## src/rtl/rvb_bitcnt_pipe_if.sv

```systemverilog
// Request/response channel of the pipelined bit-count unit.
// Request: valid/ready with operand, op, word mode and tag. Response: valid/ready with count and tag.
interface rvb_bitcnt_pipe_if #(
  parameter int XLEN = 64,
  parameter int TAGW = 4
);
  logic            din_valid;
  logic            din_ready;
  logic [XLEN-1:0] din_rs1;
  logic [2:0]      din_op;
  logic            din_wmode;
  logic [TAGW-1:0] din_tag;
  logic            dout_valid;
  logic            dout_ready;
  logic [XLEN-1:0] dout_rd;
  logic [TAGW-1:0] dout_tag;

  modport master (
    output din_valid, din_rs1, din_op, din_wmode, din_tag, dout_ready,
    input  din_ready, dout_valid, dout_rd, dout_tag
  );

  modport slave (
    input  din_valid, din_rs1, din_op, din_wmode, din_tag, dout_ready,
    output din_ready, dout_valid, dout_rd, dout_tag
  );
endinterface

```

## src/rtl/rvb_bitcnt_pipe.sv

```systemverilog
// Two-stage CLZ/CTZ/PCNT unit (CLO/CTO when RVB_BITCNT_PIPE_ONES_EN is defined), word and XLEN modes.
// Latency: operand registered into stage 1 on accept, result registered into stage 2 on the next edge; 1 op/cycle.
// Backpressure: result held while dout_ready=0; din_ready drops only with both stages full and the output stalled.
module rvb_bitcnt_pipe #(
  parameter int XLEN = 64,
  parameter int TAGW = 4
) (
  input  logic              clock,
  input  logic              reset,
  rvb_bitcnt_pipe_if.slave  bus
);

  localparam int NB = XLEN / 8;
  localparam logic [XLEN-1:0] ONE = {{(XLEN-1){1'b0}}, 1'b1};

  typedef struct packed {
    logic [TAGW-1:0]      tag;
    logic [NB-1:0][3:0]   cnt;
  } s1_t;

  logic            s1_valid;
  logic            s2_valid;
  s1_t             s1_q;
  s1_t             s1_d;
  logic [6:0]      s2_sum;
  logic [6:0]      sum_d;
  logic [TAGW-1:0] s2_tag;
  logic            s2_load;
  logic            s1_adv;
  logic            accept;

  assign s2_load       = !s2_valid || bus.dout_ready;
  assign s1_adv        = s1_valid && s2_load;
  assign bus.din_ready = !reset && (!s1_valid || s2_load);
  assign accept        = bus.din_valid && bus.din_ready;

  logic            wide;
  logic [XLEN-1:0] w_mask;
  logic [XLEN-1:0] x_in;
  logic [XLEN-1:0] x_rev_full;
  logic [XLEN-1:0] x_rev32;
  logic [XLEN-1:0] x_sel;
  logic [XLEN-1:0] x_src;
  logic [XLEN-1:0] x_tz;
  logic [XLEN-1:0] x_pre;
  logic            do_rev;
  logic            is_tz;
  logic            is_pc;
  logic [3:0]      bcnt;
`ifdef RVB_BITCNT_PIPE_ONES_EN
  logic            do_inv;
`endif

  // Stage 1 preprocessing: every count-leading/trailing op is reduced to a
  // trailing-zero count, which (x-1) & ~x turns into a popcount.
  always_comb begin
    wide   = (XLEN > 32) && !bus.din_wmode;
    w_mask = '0;
    w_mask[31:0] = '1;
    if (wide) w_mask = '1;
    x_in = bus.din_rs1 & w_mask;

    x_rev_full = '0;
    for (int i = 0; i < XLEN; i++) x_rev_full[i] = x_in[XLEN-1-i];
    x_rev32 = '0;
    for (int i = 0; i < 32; i++) x_rev32[i] = x_in[31-i];

    do_rev = 1'b0;
    is_tz  = 1'b0;
    is_pc  = 1'b0;
`ifdef RVB_BITCNT_PIPE_ONES_EN
    do_inv = 1'b0;
`endif
    case (bus.din_op)
      3'b000: begin do_rev = 1'b1; is_tz = 1'b1; end
      3'b001: is_tz = 1'b1;
      3'b010: is_pc = 1'b1;
`ifdef RVB_BITCNT_PIPE_ONES_EN
      3'b100: begin do_rev = 1'b1; do_inv = 1'b1; is_tz = 1'b1; end
      3'b101: begin do_inv = 1'b1; is_tz = 1'b1; end
`endif
      default: ;
    endcase

    x_sel = do_rev ? (wide ? x_rev_full : x_rev32) : x_in;
`ifdef RVB_BITCNT_PIPE_ONES_EN
    x_src = do_inv ? (~x_sel & w_mask) : x_sel;
`else
    x_src = x_sel;
`endif
    x_tz  = ((x_src - ONE) & ~x_src) & w_mask;
    x_pre = is_tz ? x_tz : (is_pc ? x_in : '0);

    s1_d     = '0;
    s1_d.tag = bus.din_tag;
    bcnt     = '0;
    for (int b = 0; b < NB; b++) begin
      bcnt = '0;
      for (int k = 0; k < 8; k++) bcnt = bcnt + {3'b000, x_pre[8*b+k]};
      s1_d.cnt[b] = bcnt;
    end
  end

  always_comb begin
    sum_d = '0;
    for (int b = 0; b < NB; b++) sum_d = sum_d + {3'b000, s1_q.cnt[b]};
  end

  always_ff @(posedge clock or posedge reset) begin
    if (reset) begin
      s1_valid <= 1'b0;
      s2_valid <= 1'b0;
      s1_q     <= '0;
      s2_sum   <= '0;
      s2_tag   <= '0;
    end else begin
      if (accept) begin
        s1_valid <= 1'b1;
        s1_q     <= s1_d;
      end else if (s1_adv) begin
        s1_valid <= 1'b0;
      end
      if (s2_load) s2_valid <= s1_valid;
      if (s1_adv) begin
        s2_sum <= sum_d;
        s2_tag <= s1_q.tag;
      end
    end
  end

  assign bus.dout_valid = s2_valid;
  assign bus.dout_rd    = {{(XLEN-7){1'b0}}, s2_sum};
  assign bus.dout_tag   = s2_tag;

endmodule

```

## src/flat_wrapper.sv

```systemverilog
// flat-port wrapper written by rule: the top's interface ports become plain ports
module rvb_bitcnt_pipe_flat 
#(
  parameter int XLEN = 64,
  parameter int TAGW = 4
)
  (clock, reset, bus_din_valid, bus_din_rs1, bus_din_op, bus_din_wmode, bus_din_tag, bus_dout_ready, bus_din_ready, bus_dout_valid, bus_dout_rd, bus_dout_tag);
  rvb_bitcnt_pipe_if #(.XLEN(XLEN), .TAGW(TAGW)) bus_i ();
  input  logic clock;
  input  logic reset;
  input wire logic [$bits(bus_i.din_valid)-1:0] bus_din_valid;
  input wire logic [$bits(bus_i.din_rs1)-1:0] bus_din_rs1;
  input wire logic [$bits(bus_i.din_op)-1:0] bus_din_op;
  input wire logic [$bits(bus_i.din_wmode)-1:0] bus_din_wmode;
  input wire logic [$bits(bus_i.din_tag)-1:0] bus_din_tag;
  input wire logic [$bits(bus_i.dout_ready)-1:0] bus_dout_ready;
  output wire logic [$bits(bus_i.din_ready)-1:0] bus_din_ready;
  output wire logic [$bits(bus_i.dout_valid)-1:0] bus_dout_valid;
  output wire logic [$bits(bus_i.dout_rd)-1:0] bus_dout_rd;
  output wire logic [$bits(bus_i.dout_tag)-1:0] bus_dout_tag;
  assign bus_i.din_valid = bus_din_valid;
  assign bus_i.din_rs1 = bus_din_rs1;
  assign bus_i.din_op = bus_din_op;
  assign bus_i.din_wmode = bus_din_wmode;
  assign bus_i.din_tag = bus_din_tag;
  assign bus_i.dout_ready = bus_dout_ready;
  assign bus_din_ready = bus_i.din_ready;
  assign bus_dout_valid = bus_i.dout_valid;
  assign bus_dout_rd = bus_i.dout_rd;
  assign bus_dout_tag = bus_i.dout_tag;
  rvb_bitcnt_pipe #(.XLEN(XLEN), .TAGW(TAGW)) u_core (.clock(clock), .reset(reset), .bus(bus_i));
endmodule
```

## config.mk

```make
export PLATFORM = sky130hd
export DESIGN_NAME = rvb_bitcnt_pipe_flat
export DESIGN_NICKNAME = d
export VERILOG_FILES = /design/src/rtl/rvb_bitcnt_pipe_if.sv /design/src/rtl/rvb_bitcnt_pipe.sv /design/src/flat_wrapper.sv
export SDC_FILE = /design/constraint.sdc
export NUM_CORES = 1
export LEC_CHECK = 0
export BUFFER_PORTS_ARGS = -buffer_cell sky130_fd_sc_hd__buf_4
export CAP_MARGIN = 10
export CORE_ASPECT_RATIO = 0.75
export CORE_MARGIN = 5
export CORE_UTILIZATION = 44
export DETAILED_ROUTE_END_ITERATION = 10
export PLACE_DENSITY = 0.67
export SKIP_LAST_GASP = 1
export SLEW_MARGIN = 0
export SYNTH_ARGS = -nofsm -noshare
export SYNTH_HDL_FRONTEND = slang
export SYNTH_SLANG_ARGS = --single-unit
```

## constraint.sdc

```tcl
create_clock -name clock -period 11.9 [get_ports clock]
set_input_delay 2.38 -clock clock [delete_from_list [all_inputs] [get_ports clock]]
set_output_delay 2.38 -clock clock [all_outputs]
set_load 0.05 [all_outputs]
```

==> results of run 1 <==
-- layer usage --
layer  global-route usage  routed length, µm
met1                0.364               9620
met2                0.296               8140
met3               0.0829               2400
met4               0.0344                180
met5                    0                  0
-- logic make-up (layout without fill, tap and decap cells) --
logic type,Yosys count,count (layout),synth area share
simple gates,229,229,0.171
compound gates,192,192,0.202
buf+inv,165,171,0.135
fa+ha+maj,90,90,0.229
flops,49,49,0.186
mux,36,36,0.0584
xor+xnor,14,14,0.0186
other cells,1,57,0.000568
-- layout make-up --
class	count	area (µm²)	area share
inverter	70	263	0.0360
sequential	49	1230	0.168
tap	200	250	0.0343
timing repair buffer	93	711	0.0974
multi-input combinational	618	4700	0.645
clock inverter	2	13.8	0.00189
clock buffer	6	129	0.0177
-- power groups by stage --
stage / clock network, mW / registers, mW / logic, mW
after floorplan: 0 / 0.247 / 0.214
after global placement: 0 / 0.207 / 0.345
after detailed placement: 0 / 0.207 / 0.347
after CTS: 0.148 / 0.204 / 0.348
after global routing: 0.154 / 0.207 / 0.385
final: 0.142 / 0.204 / 0.348
-- worst max-delay path by stage --
stage,slack (ns),cells past startpoint,end
2_1_floorplan,5.14,17,u_core.s1_q[25]
3_3_place_gp,4.33,17,u_core.s1_q[29]
3_5_place_dp,4.23,17,u_core.s1_q[29]
4_1_cts,4.56,17,u_core.s1_q[29]
5_1_grt,4.24,17,u_core.s1_q[29]
6_report,4.50,17,u_core.s1_q[29]
-- state kept, by name, indices dropped and copies added, names as in the netlist --
signal and flops:
u_core.s1_q 36, u_core.s2_sum 7, u_core.bus.dout_tag 4, u_core.bus.dout_valid 1
u_core.s1_valid 1
-- Yosys cell counts (all sizes together), types with 11 or more instances --
cell,number
inv,70
nor2,51
nand3,11
clkbuf,24
a32o,11
a22o,19
o21ai,61
ha,39
nand2,86
nor4,16
dfrtp,49
fa,51
a21oi,23
nor3,25
xor2,11
a21o,18
mux2,20
buf,71
mux2i,16
-- per-stage QoR --
step	hold WS (ns)	area (µm²)
global route	0.510	7290
global placement	0.463	7130
finish	0.477	7290
CTS	0.486	7270
detailed placement	0.470	7130
floorplan	0.450	6810
-- worst max-delay path, cell delays in order --
cell and delay [ns]:
sky130_fd_sc_hd__buf_4 0.14, sky130_fd_sc_hd__nor3_4 0.16, sky130_fd_sc_hd__buf_4 0.55, sky130_fd_sc_hd__mux2_2 0.41, sky130_fd_sc_hd__o22a_1 0.21, sky130_fd_sc_hd__or4_4 0.50, sky130_fd_sc_hd__nor3_4 0.46, sky130_fd_sc_hd__a32o_1 0.27
sky130_fd_sc_hd__ha_1 0.25, sky130_fd_sc_hd__fa_1 0.53, sky130_fd_sc_hd__inv_1 0.05, sky130_fd_sc_hd__fa_1 0.52, sky130_fd_sc_hd__inv_1 0.05, sky130_fd_sc_hd__fa_1 0.43, sky130_fd_sc_hd__inv_1 0.08, sky130_fd_sc_hd__fa_1 0.40
sky130_fd_sc_hd__o21ai_0 0.16
==> results by group, run 1 <==
Worst setup path
  • Worst reg2reg path endpoint: u_core.s2_sum[6]
  • Critical path peak fanout: 67
  • Critical path startpoint: bus_din_op[2]
  • Worst setup path class: input port to register
  • Worst setup SP type: input port
  • Required time reported for the critical path endpoint: 12.10 ns
  • Reg2reg path depth: 15
  • Setup crit end kind: register
  • Reg2Reg Launch Point: u_core.s1_q[0]
  • Reg-to-reg slack, setup: 7.22 ns
  • Crit path DAT: 7.60 ns

Finish
  • Number of antenna diodes: 0
  • Area added between synthesis and finish: 10.5%
  • Most common cell after layout, fill and taps aside: sky130_fd_sc_hd__buf_4
  • Highest-count cells in the layout ignoring fill and taps: sky130_fd_sc_hd__buf_4 (92), sky130_fd_sc_hd__nand2_1 (85), sky130_fd_sc_hd__inv_1 (69), sky130_fd_sc_hd__o21ai_0 (59), sky130_fd_sc_hd__conb_1 (57)
  • Nets: 1,003
  • Fin util: 0.500
  • Fill cells: 1,439
  • Proportion of layout cells with a drive suffix above 1: 0.161
  • Number of standard cells in the layout, taps in and fillers out: 1,038

STA
  • Maximum clock frequency: 135 MHz
  • Worst relative slew slack: 0.287
  • Final hold vios: 0
  • Final Cycle Share: 0.622
  • Setup-violating endpoint count in the final report: 0
  • Final setup TNS: 0 ns
  • Final-report max-slew violation count: 0
  • Clock skew after layout: 0.00768 ns
  • Unrepaired setup endpoints after global routing: no
  • Setup slack of the critical path after layout: 4.50 ns
  • Final critical-path required period: 7.40 ns
  • Transition time at the pin with the least slew margin: 1.07 ns

Hold path
  • Worst hold path stage count: 2
  • Startpoint of the tightest hold check path: u_core.s1_q[14]
  • Endpoint with the worst hold slack: u_core.s1_q[14]
  • Worst hold path class: register to register

Clock tree
  • TritonCTS clock tree: done
  • CTS clock-pin slew for the worst setup and hold paths: 0.07 ns
  • Worst-skew pair later-pin latency: 0.30 ns
  • Post-CTS resize count: 0
  • Number of buffers added to fix hold violations after cts: 0
  • Maximum buffer depth of the clock tree: 2
  • CTS buffer count: 5
  • Post-CTS setup buffers: 0
  • Depth of the CTS H-tree: 2
  • Root buf cell: sky130_fd_sc_hd__clkbuf_16
  • # clock sinks: 49

Power and ir drop
  • Switch Pwr: 0.305 mW
  • Total power divided by cell area: 95.1 nW/µm²
  • Proportion of power drawn by flip-flops and latches: 0.294
  • Share of total power consumed by net switching: 0.439
  • Combinational share of power: 0.501
  • Power share of the clock group: 0.205
  • Leakage power figure: 3.44 nW
  • Internal power: 0.389 mW
  • Total power: 0.694 mW
  • Max IR drop VDD: 0.0579 mV

Synthesis
  • Proportion of synthesized chip area in sequential cells: 0.186
  • Count of mapped cells out of synthesis: 776
  • Flop and latch count out of synthesis: 49
  • Cell type contributing the most total cell area after synthesis: sky130_fd_sc_hd__dfrtp_1
  • Fraction of registers with async set or reset after synthesis: 1.00
  • Yosys warnings: 0
  • Netlist Area Pre-Place: 6600 µm²
  • Count of different cell masters after synthesis: 66
  • Avg Inst Size Synth: 8.50 µm²
  • Count of flip-flops with a built-in enable after synthesis: 0
  • Ys flop type: sky130_fd_sc_hd__dfrtp_1
  • Synth top area cells: sky130_fd_sc_hd__dfrtp_1 (19%), sky130_fd_sc_hd__fa_1 (15%), sky130_fd_sc_hd__ha_1 (7.4%), sky130_fd_sc_hd__buf_4 (6.6%), sky130_fd_sc_hd__nand2_1 (4.9%)
  • Post-synth top area share: 0.186

Route
  • Starting DRT DRC Count: 785
  • Post-route DRC violation count: 0
  • Number of antenna-violating nets in the routed design: 0
  • Pre-antenna DRT Iters: 6
  • Average wire per standard cell: 19.6 µm
  • Detailed-route vias per instance: 5.59
  • Overall via count from detail_route: 5,802
  • Final routed wirelength across all metal layers: 20,300 µm

Die
  • Floorplan die area: 17,600 µm²
  • Core Area: 14,600 µm²
  • Count of pins on the block boundary: 146
  • Floorplan die width: 151 µm
  • Std-Cell Rows: 38
  • Die Y-Extent: 116 µm
  • Initial core utilization: 0.452

Global route
  • Global Route Usage Sum: 0.229
  • Maximum number of pins on one net before global-route repair: 68
  • Vias in the first global route: 5,337
  • Aggregate global routing overflow: 0
  • Global-route wire length before repair: 30,900 µm
  • Number of antenna violations at the first check in global routing: 0

Job
  • Max-capacitance violation count: 0

Run status
  • Status: completed

Placement
  • Placed insts: 1,029
  • Dpl hpwl: 16,300 µm
  • DP Worst Slack: 4.23 ns
  • Final GP Congestion: 0.987
  • Count of input and output buffers: 88
No activity file was read; power rests on OpenSTA's default activity.
==> run 2, diff against run 1 <==
Settings changed: PLACE_DENSITY 0.67 to 0.7.
Clock period 11.9 ns to 6.4 ns, I/O delays scaled along.
==> run 2 against run 1 <==
Count of clock-buffer cells in the layout shrank 1; largest cell class unchanged; routed wire length grew 1.0%; clock skew grew 0.0033 ns; critical path depth shrank 1; worst hold slack gained 0.0022 ns; combinational power grew 91%; total power grew 94%.
==> results by group, run 2 (same netlist as run 1, synthesis figures left out) <==
Route
  • Average wire per standard cell: 19.5 µm (-0.42%)
  • Starting DRT DRC Count: 683 (-13%)
  • Detailed-route vias per instance: 5.67 (+1.5%)
  • Post-route DRC violation count: 0 (unchanged)
  • Pre-antenna DRT Iters: 5 (-1)
  • Overall via count from detail_route: 5,974 (+3.0%)
  • Number of antenna-violating nets in the routed design: 0 (unchanged)
  • Final routed wirelength across all metal layers: 20,500 µm (+1.0%)

Worst setup path
  • Reg-to-reg slack, setup: 1.72 ns (-5.50 ns)
  • Worst setup path class: input port to register
  • Worst setup SP type: input port
  • List of cells traversed by the critical path: buf_4 > nor2_1 > nor4b_1 > a21oi_1 > or4_4 > nor3_4 > a32o_1 > ha_1 > fa_1 > inv_1 > fa_1 > inv_1 > fa_1 > inv_1 > fa_1 > o21ai_0
  • Required time reported for the critical path endpoint: 6.61 ns (-5.49 ns)
  • Worst reg2reg path endpoint: u_core.s2_sum[6]
  • Crit path DAT: 6.02 ns (-1.58 ns)
  • Most numerous cell on the critical path: sky130_fd_sc_hd__fa_1
  • CP bufs+invs: 4 (-1)
  • Kind of cell with the highest combined delay on the critical path: adder cells
  • CP max stage cell: sky130_fd_sc_hd__or4_4
  • Slowest Stage Delay on Critical Path: 0.55 ns (about the same)
  • Critical path peak fanout: 10 (-85%)
  • Setup crit end kind: register
  • Reg2reg path depth: 15 (unchanged)
  • Reg2Reg Launch Point: u_core.s1_q[0]

Job
  • Max-capacitance violation count: 0 (unchanged)

Finish
  • Number of antenna diodes: 0 (unchanged)
  • Post-route cell area: 7430 µm² (+1.9%)
  • Highest-count cells in the layout ignoring fill and taps: sky130_fd_sc_hd__buf_4 (107), sky130_fd_sc_hd__nand2_1 (85), sky130_fd_sc_hd__inv_1 (69), sky130_fd_sc_hd__o21ai_0 (59), sky130_fd_sc_hd__conb_1 (57)
  • Max reg flops: 36 (unchanged)
  • Fill cells: 1,414 (-1.7%)
  • Register with the most flip-flops: u_core.s1_q
  • Most common cell after layout, fill and taps aside: sky130_fd_sc_hd__buf_4
  • Area added between synthesis and finish: 12.6%
  • Area used by sequential logic in the layout: 1230 µm² (unchanged)
  • Proportion of layout cells with a drive suffix above 1: 0.177 (+0.0159)
  • Multi-input logic area: 4700 µm² (unchanged)
  • Nets: 1,018 (+1.5%)

STA
  • Final hold vios: 0 (unchanged)
  • Final critical-path required period: 5.81 ns
  • Worst relative slew slack: 0.373 (+0.0869)
  • Final setup TNS: 0 ns (unchanged)
  • Setup-violating endpoint count in the final report: 0 (unchanged)
  • Maximum clock frequency: 172 MHz
  • Final Cycle Share: 0.908
  • Transition time at the pin with the least slew margin: 0.940 ns (-0.127 ns)
  • Unrepaired setup endpoints after global routing: no
  • Final-report max-slew violation count: 0 (unchanged)
  • Clock skew after layout: 0.0110 ns (+0.00332 ns)

Global route
  • Maximum number of pins on one net before global-route repair: 67 (-1.5%)
  • Global-route wire length before repair: 30,900 µm (about the same)
  • Vias in the first global route: 5,376 (+0.73%)
  • Aggregate global routing overflow: 0 (unchanged)
  • Number of antenna violations at the first check in global routing: 0 (unchanged)
  • Global Route Usage Sum: 0.229 (+0.000394)

Die
  • Std-Cell Rows: 38 (unchanged)
  • Initial core utilization: 0.452 (unchanged)
  • Count of pins on the block boundary: 146 (unchanged)
  • Core Area: 14,600 µm² (unchanged)
  • Floorplan die area: 17,600 µm² (unchanged)
  • Die Y-Extent: 116 µm (unchanged)
  • Floorplan die width: 151 µm (unchanged)

Clock tree
  • Number of buffers added to fix hold violations after cts: 0 (unchanged)
  • Maximum buffer depth of the clock tree: 2 (unchanged)
  • CTS buffer count: 5 (unchanged)
  • CTS clock-pin slew for the worst setup and hold paths: 0.07 ns (about the same)
  • Root buf cell: sky130_fd_sc_hd__clkbuf_16
  • Worst-skew pair later-pin latency: 0.30 ns (about the same)
  • Depth of the CTS H-tree: 2 (unchanged)
  • Post-CTS setup buffers: 0 (unchanged)
  • Post-CTS resize count: 0 (unchanged)
  • # clock sinks: 49 (unchanged)
  • TritonCTS clock tree: done

Hold path
  • Startpoint of the tightest hold check path: u_core.s1_q[15]
  • Endpoint with the worst hold slack: u_core.s1_q[15]
  • Worst hold path class: register to register
  • Worst hold path stage count: 2 (unchanged)

Placement
  • Final GP Congestion: 1.02 (+3.1%)
  • Placed Area: 7260 µm² (+1.9%)
  • Count of input and output buffers: 88 (unchanged)
  • Dpl hpwl: 16,900 µm (+3.7%)

Power and ir drop
  • Power share of the clock group: 0.227 (+0.022)
  • Max IR drop VDD: 0.104 mV (+80%)
  • Proportion of power drawn by flip-flops and latches: 0.280 (-0.014)
  • Switch Pwr: 0.577 mW (+89%)
  • Total power divided by cell area: 181 nW/µm² (+91%)
  • Leakage power figure: 3.53 nW (+2.5%)
  • Combinational share of power: 0.493 (-0.008)
  • Internal power: 0.770 mW (+98%)
  • Share of total power consumed by net switching: 0.428 (-0.0109)

Run status
  • Status: completed
## run 2: cell types whose count changed in the layout (fill, tap and decap cells not counted)
cell,delta
sky130_fd_sc_hd__buf_4,+15
sky130_fd_sc_hd__clkbuf_1,-1
sky130_fd_sc_hd__bufinv_16,+1
## run 2: worst max path at each step
| stage | cells after the start | from | to | slack, ns |
|---|---|---|---|---|
| global placement | 16 | bus_din_rs1[45] | u_core.s1_q[29] | 0.39 |
| finish | 16 | bus_din_rs1[45] | u_core.s1_q[29] | 0.59 |
| detailed placement | 17 | bus_din_op[2] | u_core.s1_q[29] | 0.41 |
| CTS | 17 | bus_din_op[2] | u_core.s1_q[29] | 0.68 |
| floorplan | 17 | bus_din_op[0] | u_core.s1_q[25] | 0.74 |
| global route | 16 | bus_din_wmode | u_core.s1_q[29] | 0.42 |
## run 2: layout make-up
cell class	count	share of cell area
Sequential cell	49	0.165
Inverter	70	0.0353
Tap cell	200	0.0337
Clock inverter	3	0.00589
Multi-Input combinational cell	618	0.633
Clock buffer	5	0.0168
Timing Repair Buffer	108	0.111
## run 2: routing by layer
layer | track usage | wire (µm) | share of wire | up-vias
met4 | 0.0308 | 198 | 0.0096 | 0
met3 | 0.0614 | 2380 | 0.12 | 19
li1 | - | - | - | 2783
met1 | 0.372 | 9490 | 0.46 | 2841
met5 | 0 | 0 | 0 | -
met2 | 0.306 | 8470 | 0.41 | 331
## run 2: stage by stage
step | setup WS (ns) | hold slack [ns] | total power [mW] | std cells | util
CTS | 0.684 | 0.485 | 1.36 | 1053 | 0.509
global placement | 0.388 | 0.464 | 1.03 | 1045 | 0.498
floorplan | 0.744 | 0.450 | 0.856 | 832 | -
finish | 0.592 | 0.479 | 1.35 | 1053 | 0.509
global route | 0.421 | 0.507 | 1.44 | 1053 | 0.509
detailed placement | 0.413 | 0.470 | 1.04 | 1045 | 0.498
## run 2: power by group through the flow
stage,logic [mW],registers (mW),clock network (mW)
finish,0.664,0.377,0.306
global route,0.727,0.383,0.329
CTS,0.663,0.378,0.314
detailed placement,0.655,0.384,0
global placement,0.651,0.382,0
floorplan,0.398,0.459,0
## run 2: worst min-delay path, stage by stage (launching register included)
cell and delay, ns:
sky130_fd_sc_hd__dfrtp_1 0.34, sky130_fd_sc_hd__nand2_1 0.05, sky130_fd_sc_hd__o21ai_0 0.06
